==> src/rtl/fifo_uart_tx_pkg.sv <==
// fifo_uart_tx shared definitions: FSM states,
// default baud divider and the oversample factor.
package fifo_uart_tx_pkg;

    typedef enum logic [1:0] {
        IDLE  = 2'b00,
        START = 2'b01,
        DATA  = 2'b10,
        STOP  = 2'b11
    } state_t;

    localparam int OVERSAMPLE = 16;
    localparam int DEF_DVSR   = 163;
    localparam int DEF_DVSR_W = 8;

endpackage

==> src/rtl/fifo_uart_tx_baud_gen.sv <==
// Mod-DVSR oversample tick generator with sync clear,
// shared by the UART transmitter and receiver.
module fifo_uart_tx_baud_gen
    import fifo_uart_tx_pkg::*;
#(
    parameter int DVSR   = DEF_DVSR,
    parameter int DVSR_W = DEF_DVSR_W
) (
    input  logic clk,
    input  logic reset,
    input  logic clr,
    output logic s_tick
);

    localparam logic [DVSR_W-1:0] LAST = DVSR_W'(DVSR - 1);

    logic [DVSR_W-1:0] cnt;

    // wrap at DVSR-1; clr re-phases the count to a frame start
    always_ff @(posedge clk or posedge reset) begin
        if (reset)
            cnt <= '0;
        else if (clr || cnt == LAST)
            cnt <= '0;
        else
            cnt <= cnt + 1'b1;
    end

    assign s_tick = (cnt == LAST);

endmodule

==> src/rtl/fifo_uart_tx.sv <==
// FIFO-fed 8N1 UART transmitter: pops a fall-through
// FIFO word in IDLE and shifts it out LSB first.
module fifo_uart_tx
    import fifo_uart_tx_pkg::*;
#(
    parameter int DBIT    = 8,
    parameter int SB_TICK = 16,
    parameter int DVSR    = DEF_DVSR,
    parameter int DVSR_W  = DEF_DVSR_W
) (
    input  logic            clk,
    input  logic            reset,
    input  logic            fifo_empty,
    input  logic [DBIT-1:0] fifo_r_data,
    output logic            fifo_rd,
    output logic            tx,
    output logic            tx_busy,
    output logic            tx_done_tick
);

    localparam int TICK_W =
        $clog2(SB_TICK > OVERSAMPLE ? SB_TICK : OVERSAMPLE);
    localparam int BIT_W = (DBIT > 1) ? $clog2(DBIT) : 1;

    localparam logic [TICK_W-1:0] OS_LAST = TICK_W'(OVERSAMPLE - 1);
    localparam logic [TICK_W-1:0] SB_LAST = TICK_W'(SB_TICK - 1);
    localparam logic [BIT_W-1:0]  BIT_LAST = BIT_W'(DBIT - 1);

    state_t            state_q, state_d;
    logic [TICK_W-1:0] tick_q, tick_d;
    logic [BIT_W-1:0]  bit_q, bit_d;
    logic [DBIT-1:0]   sreg_q, sreg_d;
    logic              tx_q, tx_d;
    logic              done_q, done_d;
    logic              pop;
    logic              s_tick;

    // a pop is only offered from IDLE and never while in reset
    assign pop = (state_q == IDLE) && !fifo_empty && !reset;

    fifo_uart_tx_baud_gen #(
        .DVSR   (DVSR),
        .DVSR_W (DVSR_W)
    ) u_baud (
        .clk    (clk),
        .reset  (reset),
        .clr    (pop),
        .s_tick (s_tick)
    );

    // state and datapath registers
    always_ff @(posedge clk or posedge reset) begin
        if (reset) begin
            state_q <= IDLE;
            tick_q  <= '0;
            bit_q   <= '0;
            sreg_q  <= '0;
            tx_q    <= 1'b1;
            done_q  <= 1'b0;
        end else begin
            state_q <= state_d;
            tick_q  <= tick_d;
            bit_q   <= bit_d;
            sreg_q  <= sreg_d;
            tx_q    <= tx_d;
            done_q  <= done_d;
        end
    end

    // next state; tx_d is the line level of the next cycle
    always_comb begin
        state_d = state_q;
        tick_d  = tick_q;
        bit_d   = bit_q;
        sreg_d  = sreg_q;
        tx_d    = tx_q;
        done_d  = 1'b0;
        unique case (state_q)
            IDLE: begin
                tx_d = 1'b1;
                if (pop) begin
                    state_d = START;
                    tick_d  = '0;
                    sreg_d  = fifo_r_data;
                    tx_d    = 1'b0;
                end
            end
            START: begin
                if (s_tick) begin
                    if (tick_q == OS_LAST) begin
                        state_d = DATA;
                        tick_d  = '0;
                        bit_d   = '0;
                        tx_d    = sreg_q[0];
                    end else begin
                        tick_d = tick_q + 1'b1;
                    end
                end
            end
            DATA: begin
                if (s_tick) begin
                    if (tick_q == OS_LAST) begin
                        tick_d = '0;
                        sreg_d = sreg_q >> 1;
                        if (bit_q == BIT_LAST) begin
                            state_d = STOP;
                            tx_d    = 1'b1;
                        end else begin
                            bit_d = bit_q + 1'b1;
                            tx_d  = sreg_d[0];
                        end
                    end else begin
                        tick_d = tick_q + 1'b1;
                    end
                end
            end
            STOP: begin
                if (s_tick) begin
                    if (tick_q == SB_LAST) begin
                        state_d = IDLE;
                        tick_d  = '0;
                        tx_d    = 1'b1;
                        done_d  = 1'b1;
                    end else begin
                        tick_d = tick_q + 1'b1;
                    end
                end
            end
            default: state_d = IDLE;
        endcase
    end

    assign fifo_rd      = pop;
    assign tx           = tx_q;
    assign tx_busy      = (state_q != IDLE);
    assign tx_done_tick = done_q;

endmodule

==> config.mk <==
export PLATFORM = sky130hd
export DESIGN_NAME = fifo_uart_tx
export DESIGN_NICKNAME = d
export VERILOG_FILES = /design/src/rtl/fifo_uart_tx_pkg.sv /design/src/rtl/fifo_uart_tx_baud_gen.sv /design/src/rtl/fifo_uart_tx.sv
export SDC_FILE = /design/constraint.sdc
export NUM_CORES = 1
export LEC_CHECK = 0
export ABC_AREA = 1
export BUFFER_PORTS_ARGS = -buffer_cell sky130_fd_sc_hd__buf_4
export CAP_MARGIN = 20
export CORE_MARGIN = 1
export CORE_UTILIZATION = 40
export DETAILED_ROUTE_END_ITERATION = 8
export PLACE_DENSITY = 0.54
export SLEW_MARGIN = 20
export SYNTH_ARGS = -nofsm -noshare
export SYNTH_HDL_FRONTEND = slang
export SYNTH_HIERARCHICAL = 1
export SYNTH_SLANG_ARGS = --single-unit
==> constraint.sdc <==
create_clock -name clk -period 4.76 [get_ports clk]
set_clock_uncertainty 0.2 [all_clocks]
set_input_delay 0.952 -clock clk [delete_from_list [all_inputs] [get_ports clk]]
set_output_delay 0.952 -clock clk [all_outputs]
set_load 0.01 [all_outputs]
==> results.ini, run 1 <==
[yosys]
synth_area_per_cell_um2=7.63
ys.warnings.count=6
synth_nets=234
synth_top_area_share_pct=40.0
synthCells=213
synth_cell_types=26
synth.yosys.seq_area_share_pct=41.6
netlist_area_um2=1630
synth_area_leaders=dfrtp_1, nand2_1, ha_1, nand3_1, inv_1
ys_seq_elements=27
synth_area_leader_cell=dfrtp_1

[timing]
finalSetupViolations=0
fin_crit_sh_pct=57.9
worst_pin_slew_ns=0.744
max_freq_mhz=363
slew_violations=0
finalSetupTns_ns=0
rsz0062_at_grt=false
finalHoldViolCount=0
timing.final.crit_period_ns=2.76
slew_headroom_pct=50.3

[pwr]
power_density_nw_per_um2=585
p_leak_nw=0.961
fin_total_pwr_mw=1.07
irDropWorstVdd_mv=0.184

[floorplan]
rows=22
core_region_area_um2=3770
die_x_um=65.7
chipHeight_um=65.7
initial_utilization_pct=43.1
ioPinCount=15
dieArea_um2=4320

[cells_and_area]
n_antenna_cell=0
layout-drive-gt1-share_pct=17.0
fin_nets=251
areaGrowthSynthToFinish_pct=12.2

[worst_setup_path]
worstPathRequired_ns=3.61
path_max_fanout=3
start_kind=input port
end_kind=output port
crit_type=in -> out
arrival_ns=1.60

[placement]
gp_congestion=0.838
dp_hpwl_um=2380
io_buffers=14

[clocking]
clk_path_buf_depth=2
ctsHoldBuffers=0
htreeDepth=1
cts.clk_slew.worst_paths_ns=0.09
post_cts_buffers=0
clkLatencyLatePin_ns=0.27
cts_buffers=3
clock-sinks=27
cts_tree=yes
cts_resized=0
clock-root-buffer=clkbuf_8

[outcome]
status=finished, final reports clean

[grt]
track_usage_pct=16.0
antenna_found_initial=0
grt_max_degree=20
grt_overflow=0
grt_pass1_wl_um=5410
grt_pass1_vias=1234

[routing]
wl_per_cell_um=11.2
totalWireLength_um=3100
first_pass_iters=4
num_vias=1355
drc=0
drtAntennaViolNets=0
first_iter_violations=54
routed_via_density=4.89

[job]
cap_violations=0

[min_path]
min-delay-path-class=reg -> reg

[path summary, 6_finish.rpt]
| check | startpoint | end | slack, ns | depth (start not counted) |
|---|---|---|---|---|
| min in group asynchronous | reset | u_baud/cnt[3]$_DFF_PP0_ | 0.45 | 2 |
| max in group asynchronous | reset | state_q[0]$_DFFE_PP0P_ | 3.26 | 2 |
| hold / removal | sreg_q[3]$_DFFE_PP0P_ | sreg_q[3]$_DFFE_PP0P_ | 0.28 | 2 |
| setup / recovery | fifo_empty | fifo_rd | 2.00 | 3 |
| setup reg to reg | state_q[0]$_DFFE_PP0P_ | sreg_q[4]$_DFFE_PP0P_ | 2.56 | 7 |
| hold reg to reg | sreg_q[3]$_DFFE_PP0P_ | sreg_q[3]$_DFFE_PP0P_ | 0.28 | 2 |
[worst max-delay path: stages]
cell and delay, ns:
buf_4 0.12, nor3_1 0.34, buf_4 0.19
[layer usage]
layer / vias to the layer above / part of all wire, % / GRT usage (%) / routed length (µm)
met5: - / 0 / 0 / 0
met4: 0 / 0 / 4.35 / 0
met3: 0 / 3.6 / 2.08 / 113
met2: 22 / 46 / 25.8 / 1410
met1: 637 / 51 / 22.4 / 1570
li1: 696 / - / - / -
[synthesized netlist by cell type (all sizes together)]
| cell type | instances |
|---|---|
| buf | 2 |
| dfrtp | 26 |
| o211ai | 1 |
| xnor2 | 2 |
| xor2 | 2 |
| o21bai | 1 |
| nand2 | 86 |
| inv | 21 |
| a21oi | 2 |
| o21ai | 11 |
| nand4 | 1 |
| ha | 10 |
| nand3 | 20 |
| nor3 | 2 |
| nor2 | 25 |
| dfstp | 1 |
[placed cells by master, fill, tap and decap left out]
| cell | Yosys | layout |
|---|---|---|
| nand2_4 | 2 | 2 |
| o21ai_4 | 1 | 1 |
| nor2_1 | 15 | 15 |
| nand2_2 | 4 | 4 |
| inv_1 | 20 | 20 |
| a21oi_1 | 2 | 2 |
| nor3_1 | 2 | 2 |
| nand4_1 | 1 | 1 |
| o21ai_2 | 1 | 1 |
| dfstp_2 | 1 | 1 |
| nand3_1 | 19 | 19 |
| o211ai_1 | 1 | 1 |
| clkbuf_8 | 0 | 3 |
| xnor2_1 | 2 | 2 |
| dfrtp_1 | 26 | 26 |
| ha_1 | 10 | 10 |
| o21ai_0 | 5 | 5 |
| clkinvlp_4 | 0 | 1 |
| nor2_4 | 2 | 2 |
| o21bai_1 | 1 | 1 |
| nand3_2 | 1 | 1 |
| nand2_1 | 80 | 80 |
| inv_2 | 1 | 1 |
| nor2_2 | 8 | 8 |
| o21ai_1 | 4 | 4 |
| xor2_1 | 2 | 2 |
| buf_4 | 0 | 14 |
[through the flow]
stage | setup slack (ns) | hold WS [ns] | cell area, µm² | std cells | util (%)
3_5_place_dp | 2.01 | 0.262 | 1770 | 273 | 47.0
3_3_place_gp | 2.07 | 0.256 | 1770 | 273 | 47.0
5_1_grt | 1.88 | 0.300 | 1820 | 277 | 48.3
6_report | 2.00 | 0.283 | 1820 | 277 | 48.3
2_1_floorplan | 2.26 | 0.242 | 1630 | 213 | -
4_1_cts | 1.99 | 0.285 | 1820 | 277 | 48.3
[cell families after synthesis]
logic type      Yosys count  share of synthesized area, %
compound gates           15                          5.85
xor+xnor                  4                          2.16
fa+ha+maj                10                          7.70
buf+inv                  23                          5.85
flops                    27                          41.6
simple gates            134                          36.8
[where the power goes]
group / total [mW] / switching, mW / internal (mW)
Combinational: 0.538 / 0.337 / 0.201
Clock: 0.132 / 0.0723 / 0.0593
Sequential: 0.397 / 0.0777 / 0.319
[state kept, by name, indices dropped and copies added (netlist names)]
name / cells
sreg_q: 8
tick_q: 4
bit_q: 3
state_q: 2
u_baud/cnt: 8
tx_done_tick: 1
tx: 1
[layout make-up]
cell class / count / area [µm²]
inverter: 21 / 78.8
clock buffer: 3 / 41.3
sequential: 27 / 677
clock inverter: 1 / 7.51
multi-input combinational: 163 / 853
tap: 48 / 60.1
fill: 386 / 1950
timing repair buffer: 14 / 105
Note: power is estimated with default switching activity, not from simulation.
==> run 2, diff against run 1 <==
--- a/config.mk
+++ b/config.mk
@@ -5,7 +5,7 @@
 export SDC_FILE = /design/constraint.sdc
 export NUM_CORES = 1
 export LEC_CHECK = 0
-export ABC_AREA = 1
+export ABC_AREA = 0
 export BUFFER_PORTS_ARGS = -buffer_cell sky130_fd_sc_hd__buf_4
 export CAP_MARGIN = 20
 export CORE_MARGIN = 1
==> constraint.sdc (replaced) <==
create_clock -name clk -period 2.6 [get_ports clk]
set_clock_uncertainty 0.2 [all_clocks]
set_input_delay 0.52 -clock clk [delete_from_list [all_inputs] [get_ports clk]]
set_output_delay 0.52 -clock clk [all_outputs]
set_load 0.01 [all_outputs]
==> results.ini, run 2 <==
[pwr]
power_density_nw_per_um2=1020  ; +74%
irDropWorstVdd_mv=0.553  ; +200%
intPower_mw=1.15  ; +98%
pwr-share-comb_pct=47.8  ; -2.7 points
clockPowerShare_pct=13.1  ; +0.8 points
switching_share_pct=37.3  ; -8.3 points
p_sw_mw=0.684  ; +40%
p_leak_nw=0.838  ; -13%
fin_total_pwr_mw=1.83  ; +72%
power.share.sequential_pct=39.1  ; +1.9 points

[worst_setup_path]
reg2regPathDepth=8  ; +1
path_buf_inv=2  ; unchanged
cpPeakStageDelay_ns=0.40  ; +0.06 ns
crit_type=reg -> reg
end_kind=flop
worstPathCellList=inv_1 > ha_1 > and3_1 > and2_1 > buf_4 > and4_2 > o211ai_1 > mux2_2
r2r-start=u_baud/cnt[0]$_DFF_PP0_
start_kind=flop
reg2reg_slack_ns=0.15  ; -2.41 ns
worstPathRequired_ns=2.57  ; -1.04 ns
arrival_ns=2.41  ; +0.81 ns
r2r_end=state_q[1]$_DFFE_PP0P_
cp_top_family=simple AND/OR/NAND/NOR gates
slowest_stage=dfrtp_1
path_max_fanout=9  ; +6

[timing]
timing.final.crit_period_ns=2.45
worst_slack_ns=0.154  ; -1.85 ns
rsz0062_at_grt=false
finalHoldViolCount=0  ; unchanged
fin_crit_sh_pct=94.1
finalSetupViolations=0  ; unchanged
finalSetupTns_ns=0  ; unchanged
slew_headroom_pct=50.7  ; +0.35 points
max_freq_mhz=409
slew_violations=0  ; unchanged
worst_pin_slew_ns=0.739  ; -0.00529 ns

[grt]
antenna_found_initial=0  ; unchanged
grt_max_degree=20  ; unchanged
track_usage_pct=15.7  ; -0.33 points
grt_pass1_wl_um=5080  ; -6.1%
grt_pass1_vias=1077  ; -13%
grt_overflow=0  ; unchanged

[yosys]
async_flop_share_pct=100  ; unchanged
synth_flop_cell=dfrtp_1
synth_top_area_share_pct=40.5  ; +0.44 points
synth_area_per_cell_um2=11.2  ; +46%
yosysMostFrequentCell=dfrtp_1
synth_fa_ha_area_share_pct=7.78  ; +0.084 points
synth_area_leaders=dfrtp_1, mux2_2, ha_1, clkbuf_8, and2_1
synth_area_leader_cell=dfrtp_1
netlist_area_um2=1610  ; -1.1%
ys.warnings.count=6  ; unchanged
synth.yosys.seq_area_share_pct=42.1  ; +0.45 points
synth-edff-count=0  ; unchanged
synthTopCellsByCount=dfrtp_1, mux2_2, ha_1
synth_mux_area_share_pct=12.5  ; +13 points
yosys.area_share.simple_pct=16.7  ; -20 points
synth_nets=165  ; -29%
ys_seq_elements=27  ; unchanged
synthCells=144  ; -32%
yosys.area_share.xor_xnor_pct=1.63  ; -0.52 points
synth_top_family_by_area=simple AND/OR/NAND/NOR gates
synth_cell_types=47  ; +81%
synth_compound_area_share_pct=13.5  ; +7.6 points

[cells_and_area]
final_cell_mix=dfrtp_1, buf_4, mux2_2
n_antenna_cell=0  ; unchanged
fin_nets=183  ; -27%
seqCellArea_um2=677  ; unchanged
areaGrowthSynthToFinish_pct=11.9
stdcell_area_um2=1800  ; -1.3%
final_common_cell=dfrtp_1
multi_input_area_um2=837  ; -1.9%
fillers=329  ; -15%
reg_top3=sreg_q x8, u_baud/cnt x8, tick_q x4
finalNonFillerCells=209  ; -25%
layout-drive-gt1-share_pct=31.1  ; +14 points

[floorplan]
chipHeight_um=65.4  ; -0.52%
dieArea_um2=4280  ; -1.0%
die_x_um=65.4  ; -0.52%
initial_utilization_pct=42.6  ; -0.46 points
core_region_area_um2=3770  ; unchanged
rows=22  ; unchanged
ioPinCount=15  ; unchanged

[clocking]
cts.clk_slew.worst_paths_ns=0.09  ; about the same
ctsHoldBuffers=0  ; unchanged
cts_tree=yes
htreeDepth=1  ; unchanged
cts_resized=0  ; unchanged
clk_path_buf_depth=2  ; unchanged
post_cts_buffers=0  ; unchanged
clkLatencyLatePin_ns=0.27  ; about the same
clock-sinks=27  ; unchanged
cts_buffers=3  ; unchanged
clock-root-buffer=clkbuf_8

[routing]
first_iter_violations=64  ; +19%
drtAntennaViolNets=0  ; unchanged
num_vias=1115  ; -18%
routed_via_density=5.33  ; +9.1%
first_pass_iters=4  ; unchanged
drc=0  ; unchanged
totalWireLength_um=2830  ; -8.5%
wl_per_cell_um=13.6  ; +21%

[placement]
placed_area_um2=1750  ; -1.3%
dp_hpwl_um=2160  ; -9.1%
gp_congestion=0.806  ; -3.8%
place_inst=205  ; -25%
io_buffers=14  ; unchanged
pre_cts_slack_ns=0.135  ; -1.87 ns

[job]
cap_violations=0  ; unchanged

[outcome]
status=finished, final reports clean

[min_path]
min-delay-path-class=in -> async

-- run 2: cell families (layout without fill, tap and decap cells) --
group	Yosys count	in the layout
and+or+nand+nor	43	43
AOI/OAI and AO/OA	28	28
DFF	27	27
muxes	18	18
buffers and inverters	15	32
adders and majority gates	10	10
xor gates and xnor gates	3	3
-- run 2: area by class of cell --
cell class	instances	area share, %
clock buffer	3	2.29
clock inverter	1	0.417
inverter	9	1.88
multi-input combinational	102	46.5
sequential	27	37.6
tap	48	3.34
timing repair buffer	19	7.93
-- run 2: worst register-to-register path: cells and delay by family (launching register included) --
kind,cells,cell delay (ns)
AOI/OAI and AO/OA,1,0.29
adders and majority gates,1,0.21
buffers and inverters,2,0.24
DFF,1,0.40
muxes,1,0.37
and+or+nand+nor,3,0.63
-- run 2: metrics by stage --
step	hold slack, ns	utilization, %
floorplan	0.136	-
global placement	0.285	46.4
detailed placement	0.291	46.4
CTS	0.0186	47.7
global route	0.0280	47.7
finish	0.0213	47.7
-- run 2: how the worst max path moves through the flow --
stage | startpoint | endpoint | slack (ns) | cells past startpoint
2_1_floorplan | u_baud/cnt[4]$_DFF_PP0_ | sreg_q[0]$_DFFE_PP0P_ | 0.17 | 7
3_3_place_gp | u_baud/cnt[6]$_DFF_PP0_ | sreg_q[4]$_DFFE_PP0P_ | 0.15 | 6
6_report | u_baud/cnt[0]$_DFF_PP0_ | state_q[1]$_DFFE_PP0P_ | 0.15 | 8
4_1_cts | u_baud/cnt[6]$_DFF_PP0_ | sreg_q[6]$_DFFE_PP0P_ | 0.12 | 6
3_5_place_dp | u_baud/cnt[6]$_DFF_PP0_ | sreg_q[6]$_DFFE_PP0P_ | 0.14 | 6
5_1_grt | u_baud/cnt[0]$_DFF_PP0_ | state_q[1]$_DFFE_PP0P_ | 0.007 | 8
-- run 2: power groups by stage --
stage	clock network [mW]	logic, mW	registers, mW
2_1_floorplan	0	0.723	0.700
3_3_place_gp	0	0.867	0.718
3_5_place_dp	0	0.879	0.727
4_1_cts	0.253	0.887	0.717
5_1_grt	0.272	0.980	0.745
6_report	0.240	0.875	0.717
-- run 2: per-layer routing --
layer	up-vias	track usage, %	share of wire (%)	routed length (µm)
met5	-	0	0	0
met1	540	20.0	47	1320
met3	4	4.17	4.0	112
met2	18	25.9	48	1370
li1	553	-	-	-
met4	0	4.89	1.1	30
